**config.mk**
```make
export PLATFORM = sky130hd
export DESIGN_NAME = truth_table_sweeper
export DESIGN_NICKNAME = d
export VERILOG_FILES = /design/src/rtl/truth_table_sweeper.sv
export SDC_FILE = /design/constraint.sdc
export NUM_CORES = 1
export LEC_CHECK = 0
export CAP_MARGIN = 40
export CORE_MARGIN = 10
export CORE_UTILIZATION = 47
export CTS_BUF_LIST = sky130_fd_sc_hd__clkbuf_2 sky130_fd_sc_hd__clkbuf_4 sky130_fd_sc_hd__clkbuf_8
export CTS_CLUSTER_DIAMETER = 150
export DETAILED_ROUTE_END_ITERATION = 12
export MAX_ROUTING_LAYER = met4
export PLACE_DENSITY_LB_ADDON = 0.3
export SLEW_MARGIN = 30
export SYNTH_ARGS = -nofsm -noshare
export SYNTH_HDL_FRONTEND = slang
export SYNTH_SLANG_ARGS = --single-unit
```
**constraint.sdc**
```tcl
create_clock -name clk -period 1.84 [get_ports clk]
set_input_delay 0.184 -clock clk [delete_from_list [all_inputs] [get_ports clk]]
set_output_delay 0.184 -clock clk [all_outputs]
set_load 0.1 [all_outputs]
```
**src/rtl/truth_table_sweeper.sv**
```systemverilog
// truth_table_sweeper
//
// Synthesizable sequencer that walks every input vector of a small combinational
// boolean datapath in ascending order. Each vector is held for SETTLE_CYCLES
// cycles of settling plus one sample cycle. The block builds the full truth
// table and can optionally count disagreements against a reference datapath.
//
// Optional feature: define TT_SWEEP_COMPARE_EN to compile the comparison logic.
// Without it, the mismatch outputs are constant 0 and f_ref_in is ignored.
//
// Ports:
//   clk                 sole clock, rising edge
//   rst_n               asynchronous active-low reset
//   start               sweep request, honoured only while idle
//   f_in                datapath output under test
//   f_ref_in            reference datapath output (compare build only)
//   vec_out             datapath input vector, MSB = A
//   busy                high from the cycle after start through the last sample
//   done                one-cycle completion pulse
//   table_out           bit k = f_in sampled while vec_out == k
//   mismatch_count      number of vectors where f_in != f_ref_in
//   first_mismatch      lowest mismatching vector index
//   first_mismatch_vld  first_mismatch holds a captured index
module truth_table_sweeper #(
    parameter int unsigned N_IN          = 4,
    parameter int unsigned SETTLE_CYCLES = 1
) (
    input  logic                  clk,
    input  logic                  rst_n,
    input  logic                  start,
    input  logic                  f_in,
    input  logic                  f_ref_in,
    output logic [N_IN-1:0]       vec_out,
    output logic                  busy,
    output logic                  done,
    output logic [(1<<N_IN)-1:0]  table_out,
    output logic [N_IN:0]         mismatch_count,
    output logic [N_IN-1:0]       first_mismatch,
    output logic                  first_mismatch_vld
);

    localparam int unsigned     NVEC        = 1 << N_IN;
    localparam logic [N_IN-1:0] LAST_VEC    = {N_IN{1'b1}};
    localparam logic [7:0]      SETTLE_LOAD = 8'(SETTLE_CYCLES);

    typedef enum logic [1:0] {
        StIdle,
        StSettle,
        StSample,
        StDone
    } state_e;

    state_e            state_q, state_d;
    logic [7:0]        cnt_q, cnt_d;
    logic [N_IN-1:0]   vec_q, vec_d;
    logic [NVEC-1:0]   table_q, table_d;

    // Shared with the compare logic: clear results on acceptance, compare on sample.
    logic sweep_start;
    logic sample_now;

    assign sweep_start = (state_q == StIdle) && start;
    assign sample_now  = (state_q == StSample);

    always_ff @(posedge clk or negedge rst_n) begin
        if (!rst_n) begin
            state_q <= StIdle;
            cnt_q   <= '0;
            vec_q   <= '0;
            table_q <= '0;
        end else begin
            state_q <= state_d;
            cnt_q   <= cnt_d;
            vec_q   <= vec_d;
            table_q <= table_d;
        end
    end

    always_comb begin
        state_d = state_q;
        cnt_d   = cnt_q;
        vec_d   = vec_q;
        table_d = table_q;
        case (state_q)
            StIdle: begin
                if (start) begin
                    state_d = StSettle;
                    cnt_d   = SETTLE_LOAD;
                    vec_d   = '0;
                    table_d = '0;
                end
            end
            StSettle: begin
                cnt_d = cnt_q - 8'd1;
                // Leaving on count 1 makes the settle phase exactly SETTLE_CYCLES long.
                if (cnt_q <= 8'd1) begin
                    state_d = StSample;
                end
            end
            StSample: begin
                table_d[vec_q] = f_in;
                if (vec_q == LAST_VEC) begin
                    // Terminal vector ends the sweep; vec_out is held through done.
                    state_d = StDone;
                end else begin
                    vec_d   = vec_q + 1'b1;
                    cnt_d   = SETTLE_LOAD;
                    state_d = StSettle;
                end
            end
            StDone: begin
                state_d = StIdle;
                vec_d   = '0;
            end
            default: begin
                state_d = StIdle;
            end
        endcase
    end

    assign vec_out   = vec_q;
    assign table_out = table_q;
    assign busy      = (state_q == StSettle) || (state_q == StSample);
    assign done      = (state_q == StDone);

`ifdef TT_SWEEP_COMPARE_EN
    localparam logic [N_IN:0] MM_MAX = (N_IN + 1)'(NVEC);

    logic [N_IN:0]   mm_cnt_q, mm_cnt_d;
    logic [N_IN-1:0] mm_first_q, mm_first_d;
    logic            mm_vld_q, mm_vld_d;

    always_ff @(posedge clk or negedge rst_n) begin
        if (!rst_n) begin
            mm_cnt_q   <= '0;
            mm_first_q <= '0;
            mm_vld_q   <= 1'b0;
        end else begin
            mm_cnt_q   <= mm_cnt_d;
            mm_first_q <= mm_first_d;
            mm_vld_q   <= mm_vld_d;
        end
    end

    always_comb begin
        mm_cnt_d   = mm_cnt_q;
        mm_first_d = mm_first_q;
        mm_vld_d   = mm_vld_q;
        if (sweep_start) begin
            mm_cnt_d   = '0;
            mm_first_d = '0;
            mm_vld_d   = 1'b0;
        end else if (sample_now && (f_in != f_ref_in)) begin
            if (mm_cnt_q != MM_MAX) begin
                mm_cnt_d = mm_cnt_q + 1'b1;
            end
            if (!mm_vld_q) begin
                mm_first_d = vec_q;
                mm_vld_d   = 1'b1;
            end
        end
    end

    assign mismatch_count     = mm_cnt_q;
    assign first_mismatch     = mm_first_q;
    assign first_mismatch_vld = mm_vld_q;
`else
    // Comparison not built: reference input is intentionally left unobserved.
    logic unused_cmp;
    assign unused_cmp = f_ref_in ^ sweep_start ^ sample_now;

    assign mismatch_count     = '0;
    assign first_mismatch     = '0;
    assign first_mismatch_vld = 1'b0;
`endif

endmodule
```
* Word level (Yosys, flattened, before mapping)
Cells that the tools add are included.
** Storage, ports and cells
- Register bits :: 30
- Bits in latches :: 0
- Bits in writable memories :: 0
- Bits in read-only memories :: 0
- Input bits :: 5
- Output and inout port bits :: 32
- Word-level logic and storage cells :: 41
- Memories kept :: 0
** Cells by class
- Add/sub/neg operators :: 2
- Multiply operators :: 0
- Div/mod/pow operators :: 0
- $lt $le $gt $ge :: 3
- Equality and inequality tests :: 7
- Shift-type cells :: 0
- Mux-type cells :: 15
- Bitwise logic cells :: 0
- Reduce and logical (&&, ||, !) cells :: 10
** Operators by type and width (number)
- 16-bit one-hot mux with 2 select lines :: 1
- 8-bit one-hot mux with 3 select lines :: 1
- 16-bit bitwise mux :: 1
- 16-bit two-way mux :: 1
- 8-bit two-way mux :: 2
- 4-bit one-hot mux with 3 select lines :: 1
- 8-bit by 1-bit less-or-equal comparator with 1-bit output, second input constant :: 1
- 4-bit two-way mux :: 2
- 2-bit one-hot mux with 4 select lines :: 1
- 8-bit by 1-bit subtractor with 8-bit output, second input constant :: 1
- 2-bit two-way mux :: 3
- 2-bit != test, second input constant :: 3
- 3-bit AND reduction :: 2
- 3-bit nonzero test :: 2
- 4-bit by 5-bit < comparator with 1-bit output, second input constant :: 1
- 4-bit by 1-bit adder with 4-bit output, second input constant :: 1
- 1-bit demux with 4-bit select :: 1
- 2-bit == test, second input constant :: 2
- 4-bit == test, second input constant :: 1
- 4-bit by 1-bit greater-or-equal comparator with 1-bit output, second input constant :: 1
- 2-bit AND reduction :: 2
- 2-bit by 1-bit == test with 1-bit output, second input constant :: 1
- 2-bit logical NOT :: 1
- 2-bit nonzero test :: 1
- other kinds (3) :: 3

* Logic depth before layout (Yosys ltp)
- Word-level depth :: 6
- Depth in mapped cells :: 7
- Depth with buffers taken out :: 6

* Worst setup path before layout
No wires, ideal clock.
- Kind :: reg-to-reg
- From :: register vec_q[0] (netlist: vec_out[0])
- To :: register cnt_q[5]
- Setup time :: 0.129 ns
- Data arrival time :: 2.174 ns
- Required time :: 1.711 ns
- Setup slack :: -0.463 ns
- Stages on the path, launching flop included :: 7
- Path buffers :: 1
- Period minus slack after synthesis :: 2.303 ns
- Cells stage by stage :: dfrtp_1 ha_1 clkbuf_1 and4_1 or3_1 o21ai_0 o41ai_1
** On the way
- Longest elaborated chain between the ends :: 3
** RTL lines
- start, declared :: line 55 : logic [N_IN-1:0] vec_q, vec_d;
- start signal, assigned :: line 74 : vec_q <= vec_d;
- 4-bit == test :: line 102 : if (vec_q == LAST_VEC) begin
- 2-bit != test (no source line)
- 3-bit AND reduction (no source line)
- end signal, assigned :: line 73 : cnt_q <= cnt_d;
- end, declared :: line 54 : logic [7:0] cnt_q, cnt_d;
No other way between the ends.
A chain may end at the register's enable or synchronous reset.

* Final worst setup path
- From :: register state_q[1]
- To :: register cnt_q[2]
** On the way
- Longest elaborated chain between the ends :: 3
- Elaborated cells on any way between the ends :: 8
- Classes of those cells :: eq/ne: 4; mux: 1; reduce/logical: 3
** RTL lines
- start, declared :: line 53 : state_e state_q, state_d;
- start signal, assigned :: line 67 : state_q <= StIdle;
- start signal, assigned :: line 72 : state_q <= state_d;
- 2-bit == test (tied with other cells) :: line 84 : case (state_q)
- 2-bit != test (no source line) or 3-bit nonzero test (tied branches)
- 3-bit AND reduction (no source line)
Parallel ways exist; a longest one is shown, timed or not.

==> impl_metrics.env <==
export IMPL_status="finished clean"
export IMPL_grt_total_usage_pct=13.0
export IMPL_drt_pass1_iterations=4
export IMPL_yosys_most_used_dff="dfrtp_1"
export IMPL_critPathCaptureType="flop"
export IMPL_sw_frac_of_total_pct=49.9
export IMPL_cp_common_cell="o21ai_0"
export IMPL_fp_dieArea_um2=6580
export IMPL_vias_per_cell=5.29
export IMPL_number_of_antenna_violations_at_the_first_check_in_global_routing=0
export IMPL_power_combinational_fraction_pct=59.8
export IMPL_coreArea_um2=3630
export IMPL_layout_nets=239
export IMPL_crit_required_ps=2000
export IMPL_synthMuxAreaShare_pct=1.21
export IMPL_cpPeakStageDelay_ps=420
export IMPL_drt_iter0_markers=79
export IMPL_worst_setup_path_type="reg2reg"
export IMPL_syn_mean_instance_area_um2=9.14
export IMPL_detail_route_wirelength_mm=3.98
export IMPL_htree_levels=2
export IMPL_worst_endpoint_arrival_ps=1890
export IMPL_yosys_area_share_xor_xnor_pct=0
export IMPL_p_leak_nw=0.981
export IMPL_setup_viol=0
export IMPL_yosysSeqAreaShare_pct=42.8
export IMPL_seq_power_share_pct=25.8
export IMPL_num_antenna_cells=0
export IMPL_synth_compound_area_share_pct=24.7
export IMPL_overflow=0
export IMPL_timing_final_ws_setup_ps=117
export IMPL_final_worst_clock_skew_ps=2.18
export IMPL_die_x_um=81.1
export IMPL_worstPathMaxFanout=6
export IMPL_placed_instance_area_um2=2040
export IMPL_cp_cell_sequence="inv_1, ha_1, and2b_2, or3_4, o21ai_0, o21ai_0"
export IMPL_grt_start_max_net_pins=31
export IMPL_drc=0
export IMPL_dpl_worst_slack_ps=69.4
export IMPL_clock_path_buffers=2
export IMPL_vias=1443
export IMPL_clock_tree_root_cell="clkbuf_8"
export IMPL_drv_cap=0
export IMPL_worstSetupStartpointType="flop"
export IMPL_synthesis_area_um2=1750
export IMPL_power_per_cell_area_nw_per_um2=1820
export IMPL_first_pass_grt_wire_length_mm=6.49
export IMPL_final_max_slew_viol_count=0
export IMPL_tritoncts_buffer_count=5
export IMPL_boundaryPins=37
export IMPL_irDropWorstVdd_mv=0.913
export IMPL_detail_route_antenna_nets=0
export IMPL_grt_pass1_vias=1398
export IMPL_asyncSetResetFlopFracSynth_pct=100
export IMPL_gp_congestion=0.822
export IMPL_critical_path_slowest_cell="dfrtp_1"
export IMPL_p_clk_share_pct=14.4
export IMPL_power_switching_w=0.00196
export IMPL_fin_crit_sh_pct=93.6
export IMPL_synth_distinct_cells=38
export IMPL_dp_hpwl_mm=2.83
export IMPL_clk_pin_slew_worst_paths_ps=60
export IMPL_max_freq_mhz=581
export IMPL_intPower_w=0.00197
export IMPL_dominant_combinational_cell_family_by_area_after_synthesis="compound AO/OA/AOI/OAI gates"
export IMPL_source_to_sink_clock_delay_at_the_later_pin_of_the_worst_skew_pair_ps=280
export IMPL_route_detailed_wl_per_inst_um=14.6
export IMPL_finalHoldViolations=0
export IMPL_synth_simple_area_share_pct=15.4
export IMPL_die_height_um=81.1
export IMPL_syn_inst=192
export IMPL_tritoncts="built"
export IMPL_rows=22
export IMPL_rrSetupSlack_ps=120
export IMPL_holdCritPathClass="in2async"
export IMPL_post_route_min_period_ps=1720
export IMPL_cts_sink_count=30
export IMPL_synth_warning_count=0
export IMPL_initial_utilization_pct=48.3
export IMPL_layout_drive_gt1_share_pct=24.0
export IMPL_ys_seq_elements=30
export IMPL_post_route_design_area_um2=2160
export IMPL_synthAdderAreaFrac_pct=7.13
export IMPL_edff_count_synth=0
export IMPL_syn_to_final_growth_pct=23.0
export IMPL_port_buffer_count=25
-- power groups by stage --
stage	logic (W)	registers (W)	clock network [W]
after floorplan	0.00139	0.00136	0
after global placement	0.00230	0.00102	0
after detailed placement	0.00232	0.00103	0
after CTS	0.00232	0.00102	0.000578
after global routing	0.00254	0.00104	0.000614
final	0.00235	0.00102	0.000567
-- cell usage in the layout, fill, tap and decap left out, types with 3 or more instances in the layout --
master	n
o21ai_0	36
buf_4	30
dfrtp_1	26
nand2_1	15
a21boi_0	15
conb_1	10
inv_1	9
nor2_1	8
ha_1	8
clkbuf_8	6
a21oi_1	5
nand3_1	4
nor3_1	3
nand2b_1	3
a31oi_1	3
nor2b_1	3
clkdlybuf4s50_1	3
-- final cells by class --
cell class              instances  area (µm²)
multi-input cells             143         913
fillers                       331        1480
well taps                      48        60.1
repair buffers                 35         295
clock buffers                   7        90.1
flip-flops and latches         30         761
clock inverters                 1        5.00
inverters                       9        33.8
-- state kept, by name, indices dropped and copies added (netlist names) --
register / flops
cnt_q: 8
state_q: 2
table_out: 16
vec_out: 4
-- logic make-up after synthesis --
logic type | after synthesis
AO/OA/AOI/OAI | 71
AND/OR/NAND/NOR | 50
flip-flops | 30
buffers and inverters | 28
adder cells (fa/ha/maj) | 10
multiplexers | 2
other | 1
-- critical path: cells and delay by family (launching register included) --
family	cells	cell delay, ps
and+or+nand+nor	2	640
adders and majority gates	1	220
AOI/OAI and AO/OA	2	250
DFF	1	420
buffers and inverters	1	80
-- worst paths after layout --
kind                                     startpoint                        to  cells past startpoint
setup / recovery             state_q[1]$_DFFE_PN0P_      cnt_q[2]$_DFFE_PN0P_                      6
hold / removal                                rst_n  table_out[7]$_DFFE_PN0P_                      2
setup reg to reg             state_q[1]$_DFFE_PN0P_      cnt_q[2]$_DFFE_PN0P_                      6
hold reg to reg            table_out[1]$_DFFE_PN0P_  table_out[1]$_DFFE_PN0P_                      2
max in group asynchronous                     rst_n    vec_out[0]$_DFFE_PN0P_                      2
min in group clk           table_out[1]$_DFFE_PN0P_  table_out[1]$_DFFE_PN0P_                      2
-- timing repair --
action / CTS / global route
setup buffers: 0 / 2
endpoints found under the setup margin: 0 / 16
gates resized for setup: 0 / 3
hold buffers: 0 / 0
-- layer usage --
| layer | up-vias | GRT usage (%) | part of all wire, % |
|---|---|---|---|
| li1 | 725 | - | - |
| met1 | 677 | 16.5 | 50 |
| met2 | 34 | 18.6 | 43 |
| met3 | 7 | 3.53 | 4.9 |
| met4 | 0 | 6.23 | 1.6 |
| met5 | - | - | 0 |
-- cell usage after synthesis (4+ instances only) --
cell type / instances / area share, %
a21boi_0: 15 / 6.4
a21oi_1: 5 / 1.4
buf_4: 10 / 4.3
clkbuf_1: 8 / 1.7
dfrtp_1: 30 / 43
ha_1: 10 / 7.1
inv_1: 9 / 1.9
nand2_1: 15 / 3.2
nand3_1: 4 / 1.1
nor2_1: 9 / 1.9
o21ai_0: 37 / 11
-- through the flow --
step                      cells  power, W  hold WS, ps  utilization [%]  TNS [ps]
final                       273   0.00394          297             59.4         0
after global routing        273   0.00420          328             59.4     -2.85
after CTS                   271   0.00392          305             58.9         0
after detailed placement    263   0.00334          499             56.3         0
after global placement      263   0.00332          494             56.3         0
after floorplan             201   0.00275         -112                -     -90.3
No activity file was read; power rests on OpenSTA's default activity.
